[config.mk]
export PLATFORM = sky130hd
export DESIGN_NAME = instruction_fetch_unit
export DESIGN_NICKNAME = d
export VERILOG_FILES = /design/src/rtl/instruction_fetch_unit_pkg.sv /design/src/rtl/instruction_fetch_unit_if_id_register.sv /design/src/rtl/instruction_fetch_unit.sv
export SDC_FILE = /design/constraint.sdc
export NUM_CORES = 1
export LEC_CHECK = 0
export CORE_MARGIN = 2
export CORE_UTILIZATION = 48
export CTS_CLUSTER_DIAMETER = 50
export DETAILED_ROUTE_END_ITERATION = 10
export PLACE_DENSITY = 0.86
export SYNTH_ARGS = -nofsm -noshare
export SYNTH_HDL_FRONTEND = slang
export SYNTH_SLANG_ARGS = --single-unit
[constraint.sdc]
create_clock -name Clk -period 2.7 [get_ports Clk]
set_input_delay 0.54 -clock Clk [delete_from_list [all_inputs] [get_ports Clk]]
set_output_delay 0.54 -clock Clk [all_outputs]
set_load 0.05 [all_outputs]
[src/rtl/instruction_fetch_unit_pkg.sv]
// Shared types and constants for the fetch stage: state encoding, IF/ID payload and bubble.
package instruction_fetch_unit_pkg;

  localparam int unsigned XLEN = 32;

  localparam logic [XLEN-1:0] NOP_INSTR        = 32'h0000_0000;
  localparam logic [XLEN-1:0] DEFAULT_RESET_PC = 32'h0000_0000;

  typedef enum logic {
    ST_RUN  = 1'b0,
    ST_HALT = 1'b1
  } fetch_state_t;

  typedef struct packed {
    logic [XLEN-1:0] instr;
    logic [XLEN-1:0] pc_plus4;
    logic            valid;
  } ifid_t;

  localparam ifid_t IFID_BUBBLE = '{instr: NOP_INSTR, pc_plus4: 32'h0000_0000, valid: 1'b0};

endpackage

[src/rtl/instruction_fetch_unit_if_id_register.sv]
// IF/ID pipeline register: bubble has priority over load; neither asserted means hold.
module instruction_fetch_unit_if_id_register
  import instruction_fetch_unit_pkg::*;
(
  input  logic        Clk,
  input  logic        Rst,
  input  logic        i_load,
  input  logic        i_bubble,
  input  logic [31:0] i_instr,
  input  logic [31:0] i_pc_plus4,
  output logic [31:0] o_instr,
  output logic [31:0] o_pc_plus4,
  output logic        o_valid
);

  ifid_t r_ifid;

  always_ff @(posedge Clk or negedge Rst) begin
    if (!Rst) begin
      r_ifid <= IFID_BUBBLE;
    end else if (i_bubble) begin
      r_ifid <= IFID_BUBBLE;
    end else if (i_load) begin
      r_ifid <= '{instr: i_instr, pc_plus4: i_pc_plus4, valid: 1'b1};
    end
  end

  assign o_instr    = r_ifid.instr;
  assign o_pc_plus4 = r_ifid.pc_plus4;
  assign o_valid    = r_ifid.valid;

endmodule

[src/rtl/instruction_fetch_unit.sv]
// MIPS fetch stage: owns the PC, drives instruction memory, and fills IF/ID with
// stall, flush, redirect and out-of-range halt handling.
module instruction_fetch_unit
  import instruction_fetch_unit_pkg::*;
#(
  parameter logic [31:0] RESET_PC   = DEFAULT_RESET_PC,
  parameter int unsigned IMEM_DEPTH = 128
) (
  input  logic        Clk,
  input  logic        Rst,
  input  logic [31:0] Instruction,
  input  logic        Stall,
  input  logic        Flush,
  input  logic        Redirect,
  input  logic [31:0] RedirectTarget,
  output logic [31:0] Address,
  output logic [31:0] IFID_Instruction,
  output logic [31:0] IFID_PCPlus4,
  output logic        IFID_Valid,
  output logic        Halted,
  output logic [31:0] FetchCount
);

  fetch_state_t    r_state;
  fetch_state_t    w_state_nxt;
  logic [XLEN-1:0] r_pc;
  logic [XLEN-1:0] w_pc_nxt;
  logic [XLEN-1:0] w_pc_plus4;
  logic [XLEN-1:0] r_fetch_count;
  logic            w_out_of_range;
  logic            w_load;
  logic            w_bubble;
  logic            w_unused_tgt;

  assign w_pc_plus4     = r_pc + 32'd4;
  assign w_out_of_range = (32'(r_pc[31:2]) >= IMEM_DEPTH);
  assign w_unused_tgt   = |RedirectTarget[1:0];

  // State and PC registers
  always_ff @(posedge Clk or negedge Rst) begin
    if (!Rst) begin
      r_state <= ST_RUN;
      r_pc    <= RESET_PC;
    end else begin
      r_state <= w_state_nxt;
      r_pc    <= w_pc_nxt;
    end
  end

  // Next state, next PC and IF/ID controls, highest priority first
  always_comb begin
    w_state_nxt = r_state;
    w_pc_nxt    = r_pc;
    w_load      = 1'b0;
    w_bubble    = 1'b0;
    if (Redirect) begin
      w_pc_nxt    = {RedirectTarget[31:2], 2'b00};
      w_state_nxt = ST_RUN;
      w_bubble    = 1'b1;
    end else if (Stall) begin
      w_bubble = Flush;
    end else begin
      case (r_state)
        ST_HALT: begin
          w_bubble = 1'b1;
        end
        default: begin
          if (w_out_of_range) begin
            w_state_nxt = ST_HALT;
            w_bubble    = 1'b1;
          end else begin
            w_pc_nxt = w_pc_plus4;
            w_bubble = Flush;
            w_load   = !Flush;
          end
        end
      endcase
    end
  end

  // Counts only fresh valid writes into IF/ID
  always_ff @(posedge Clk or negedge Rst) begin
    if (!Rst) begin
      r_fetch_count <= 32'd0;
    end else if (w_load) begin
      r_fetch_count <= r_fetch_count + 32'd1;
    end
  end

  instruction_fetch_unit_if_id_register u_if_id (
    .Clk        (Clk),
    .Rst        (Rst),
    .i_load     (w_load),
    .i_bubble   (w_bubble),
    .i_instr    (Instruction),
    .i_pc_plus4 (w_pc_plus4),
    .o_instr    (IFID_Instruction),
    .o_pc_plus4 (IFID_PCPlus4),
    .o_valid    (IFID_Valid)
  );

  assign Address    = r_pc;
  assign Halted     = (r_state == ST_HALT);
  assign FetchCount = r_fetch_count;

endmodule

==> run metrics <==
Post-Route WL=13300 µm; max cap viols=0; Period minus WS final=2.37 ns; Reg clk slew, reported paths=0.06 ns; die width=108 µm; setup TNS=0 ns; Num CTS Buffers=17; Power Total=4.79 mW; CP Launch Type=flop; Clock Skews=0.0100 ns; post-synth top area cell=dfrtp_1; Critical Path Max Stage Delay=0.87 ns; RSZ-0062 raised after global routing=false; final instance area=7950 µm²; Critical Path RT=2.16 ns; Max clock buf depth=2; fin. max-slew vios=0; Most used DFF post-synth=dfrtp_1; Worst Setup SP=Address[5]; FF+latch count, synth=127; Setup crit end kind=output pin; die footprint=11800 µm²; vias in the first global route=4395; post_cts resized=0; fraction of layout cells with a size suffix above 1=11.4%; worst-margin pin slew=1.31 ns; CP Data Arrival Time=1.83 ns; Avg WL per Cell=16.7 µm; Fin. Hold Viols=0; CTS tree=yes; flop-to-flop setup slack=0.65 ns; pre-CTS setup slack=0.0745 ns; crit path buf inv count=1; cts hold-fix bufs=0; cell count after synthesis=446; root buf cell=clkbuf_8; asr flop ratio synth=100%; Fmax achieved=0.421 GHz; GR Overflow Total=0; CP top delay family=buffers and inverters; routability cong.=0.822; DP Wirelength=9260 µm; vias per inst=5.31; fin worst setup slack=0.327 ns; post-synth design cell area=5240 µm²; Site Rows=38; synth top area cells=dfrtp_1 (61%), xnor2_1 (5.3%), a22oi_1 (5.3%); Tcrit/Tclk final=87.9%; post-route ant nets=0; Setup-failing EPs final=0; antenna violations before repair=0; dpl cell area=7350 µm²; status=completed; Slew HR=12.5%; post-CTS setup buffer count=0; Die Y-Extent=108 µm; H-tree level count=4; largest net degree at the start of global routing=66; Antenna Cells=0; residual DRC count=0; Top Ports=199; Final nets=717; Core ar.=10700 µm²; area delta synth->final=51.6%; RR Endpoint=u_if_id.o_instr[11]; Lkg Pwr=3.42 nW; 1st-iter DRT viols=230; most common cell after layout, fill and taps aside=clkdlybuf4s50_1; Pre-antenna DRT Iters=5; register area share after synthesis=60.6%; Total GRT Usage=23.8%; effective utilization at floorplan=48.8%; critical path endpoint=Address[5]; Cell variety after synth=33; slowest CP cell=clkdlybuf4s50_1; FF-to-FF path depth=8; type of the tightest min-delay check=in -> async; commonest cells after routing, fill and taps aside=clkdlybuf4s50_1 (192), dfrtp_1 (127), nor2_1 (43), a22oi_1 (37), xnor2_1 (32); EDFF count, synth=0; worst vdd ir=0.394 mV; Post-Syn Area per Cell=11.8 µm²; Synth top area share=60.6%; Ys Warns=0; CTS Sinks=127; critical path fanouts, max=5; FILL cells=763; RR Startpoint=Address[13]; first-pass GRT wire length=21500 µm; critical path depth=1; critical path class=reg -> out; CP Cell Sequence=clkdlybuf4s50_1; Skew-Pair Late Insertion Delay=0.50 ns; vias=4230; port bufs=194; PwrDens=602 nW/µm²
[worst register-to-register path, stage by stage, from the launching register on]
cell and delay [ns]:
dfrtp_1 0.40, nor4_1 0.33, nand4_1 0.13, buf_4 0.21
nor2_4 0.29, buf_12 0.24, buf_4 0.19, a22oi_1 0.07
nor2_1 0.12
[cells in the mapped netlist (3+ instances only)]
| master | number |
|---|---|
| dfrtp_1 | 127 |
| buf_2 | 7 |
| ha_1 | 3 |
| a22oi_1 | 37 |
| nor3_1 | 11 |
| nand2_1 | 21 |
| xor2_1 | 11 |
| nor4_1 | 9 |
| o21ai_0 | 10 |
| buf_4 | 4 |
| or2_2 | 3 |
| clkbuf_1 | 12 |
| and4_1 | 5 |
| nand4_1 | 13 |
| xnor2_1 | 32 |
| nor2_1 | 43 |
| and3_1 | 29 |
| mux2_2 | 23 |
| inv_1 | 6 |
| nand3_1 | 20 |
| buf_1 | 5 |
[area by class of cell]
| class | count | area [µm²] | share of cell area [%] |
|---|---|---|---|
| Timing Repair Buffer | 207 | 2060 | 25.9 |
| Clock inverter | 5 | 103 | 1.29 |
| Inverter | 6 | 22.5 | 0.283 |
| Multi-Input combinational cell | 286 | 1920 | 24.1 |
| Tap cell | 140 | 175 | 2.20 |
| Clock buffer | 25 | 494 | 6.22 |
| Sequential cell | 127 | 3180 | 40.0 |
[per-stage QoR]
| stage | std cells | util, % | hold slack, ns |
|---|---|---|---|
| after global placement | 766 | 68.4 | 0.464 |
| after global routing | 796 | 73.9 | 0.126 |
| after CTS | 796 | 73.9 | 0.0920 |
| final | 796 | 73.9 | 0.0751 |
| after floorplan | 447 | - | 0.244 |
| after detailed placement | 766 | 68.4 | 0.467 |
[registers in the layout, indices dropped and copies added, names as in the netlist]
name	flops
FetchCount	32
u_if_id.o_instr	32
u_if_id.o_pc_plus4	31
Address	30
Halted	1
u_if_id.o_valid	1
[report_power, final]
| group | internal [mW] | total (mW) | switching, mW |
|---|---|---|---|
| registers | 1.95 | 2.00 | 0.0459 |
| clock network | 1.52 | 2.27 | 0.751 |
| logic | 0.214 | 0.521 | 0.307 |
| total | 3.68 | 4.79 | 1.10 |
[cell families (layout without fill, tap and decap cells)]
family	count (synthesis)	count (layout)	share of synthesized area (%)
adder cells (fa/ha/maj)	3	3	0.716
AND/OR/NAND/NOR	164	164	16.8
AO/OA/AOI/OAI	50	50	6.54
multiplexers	24	24	5.13
other	1	2	0.0715
XOR/XNOR	43	43	7.19
buffers and inverters	34	243	2.89
flip-flops	127	127	60.6
[worst min path at each step]
stage	to	cells past startpoint	from
after global routing	FetchCount[25]	1	Rst
final	FetchCount[25]	1	Rst
after floorplan	Address[10]	0	Rst
after CTS	FetchCount[25]	1	Rst
after detailed placement	FetchCount[31]	1	FetchCount[31]
after global placement	FetchCount[31]	1	FetchCount[31]
[metal layers]
metal	track usage (%)	vias to the layer above	routed length [µm]
met5	0	-	0
met4	10.4	0	127
met3	5.97	8	902
met2	38.3	157	6630
met1	30.5	2093	5610
li1	-	1972	-
(Power assumes the default switching activity.)
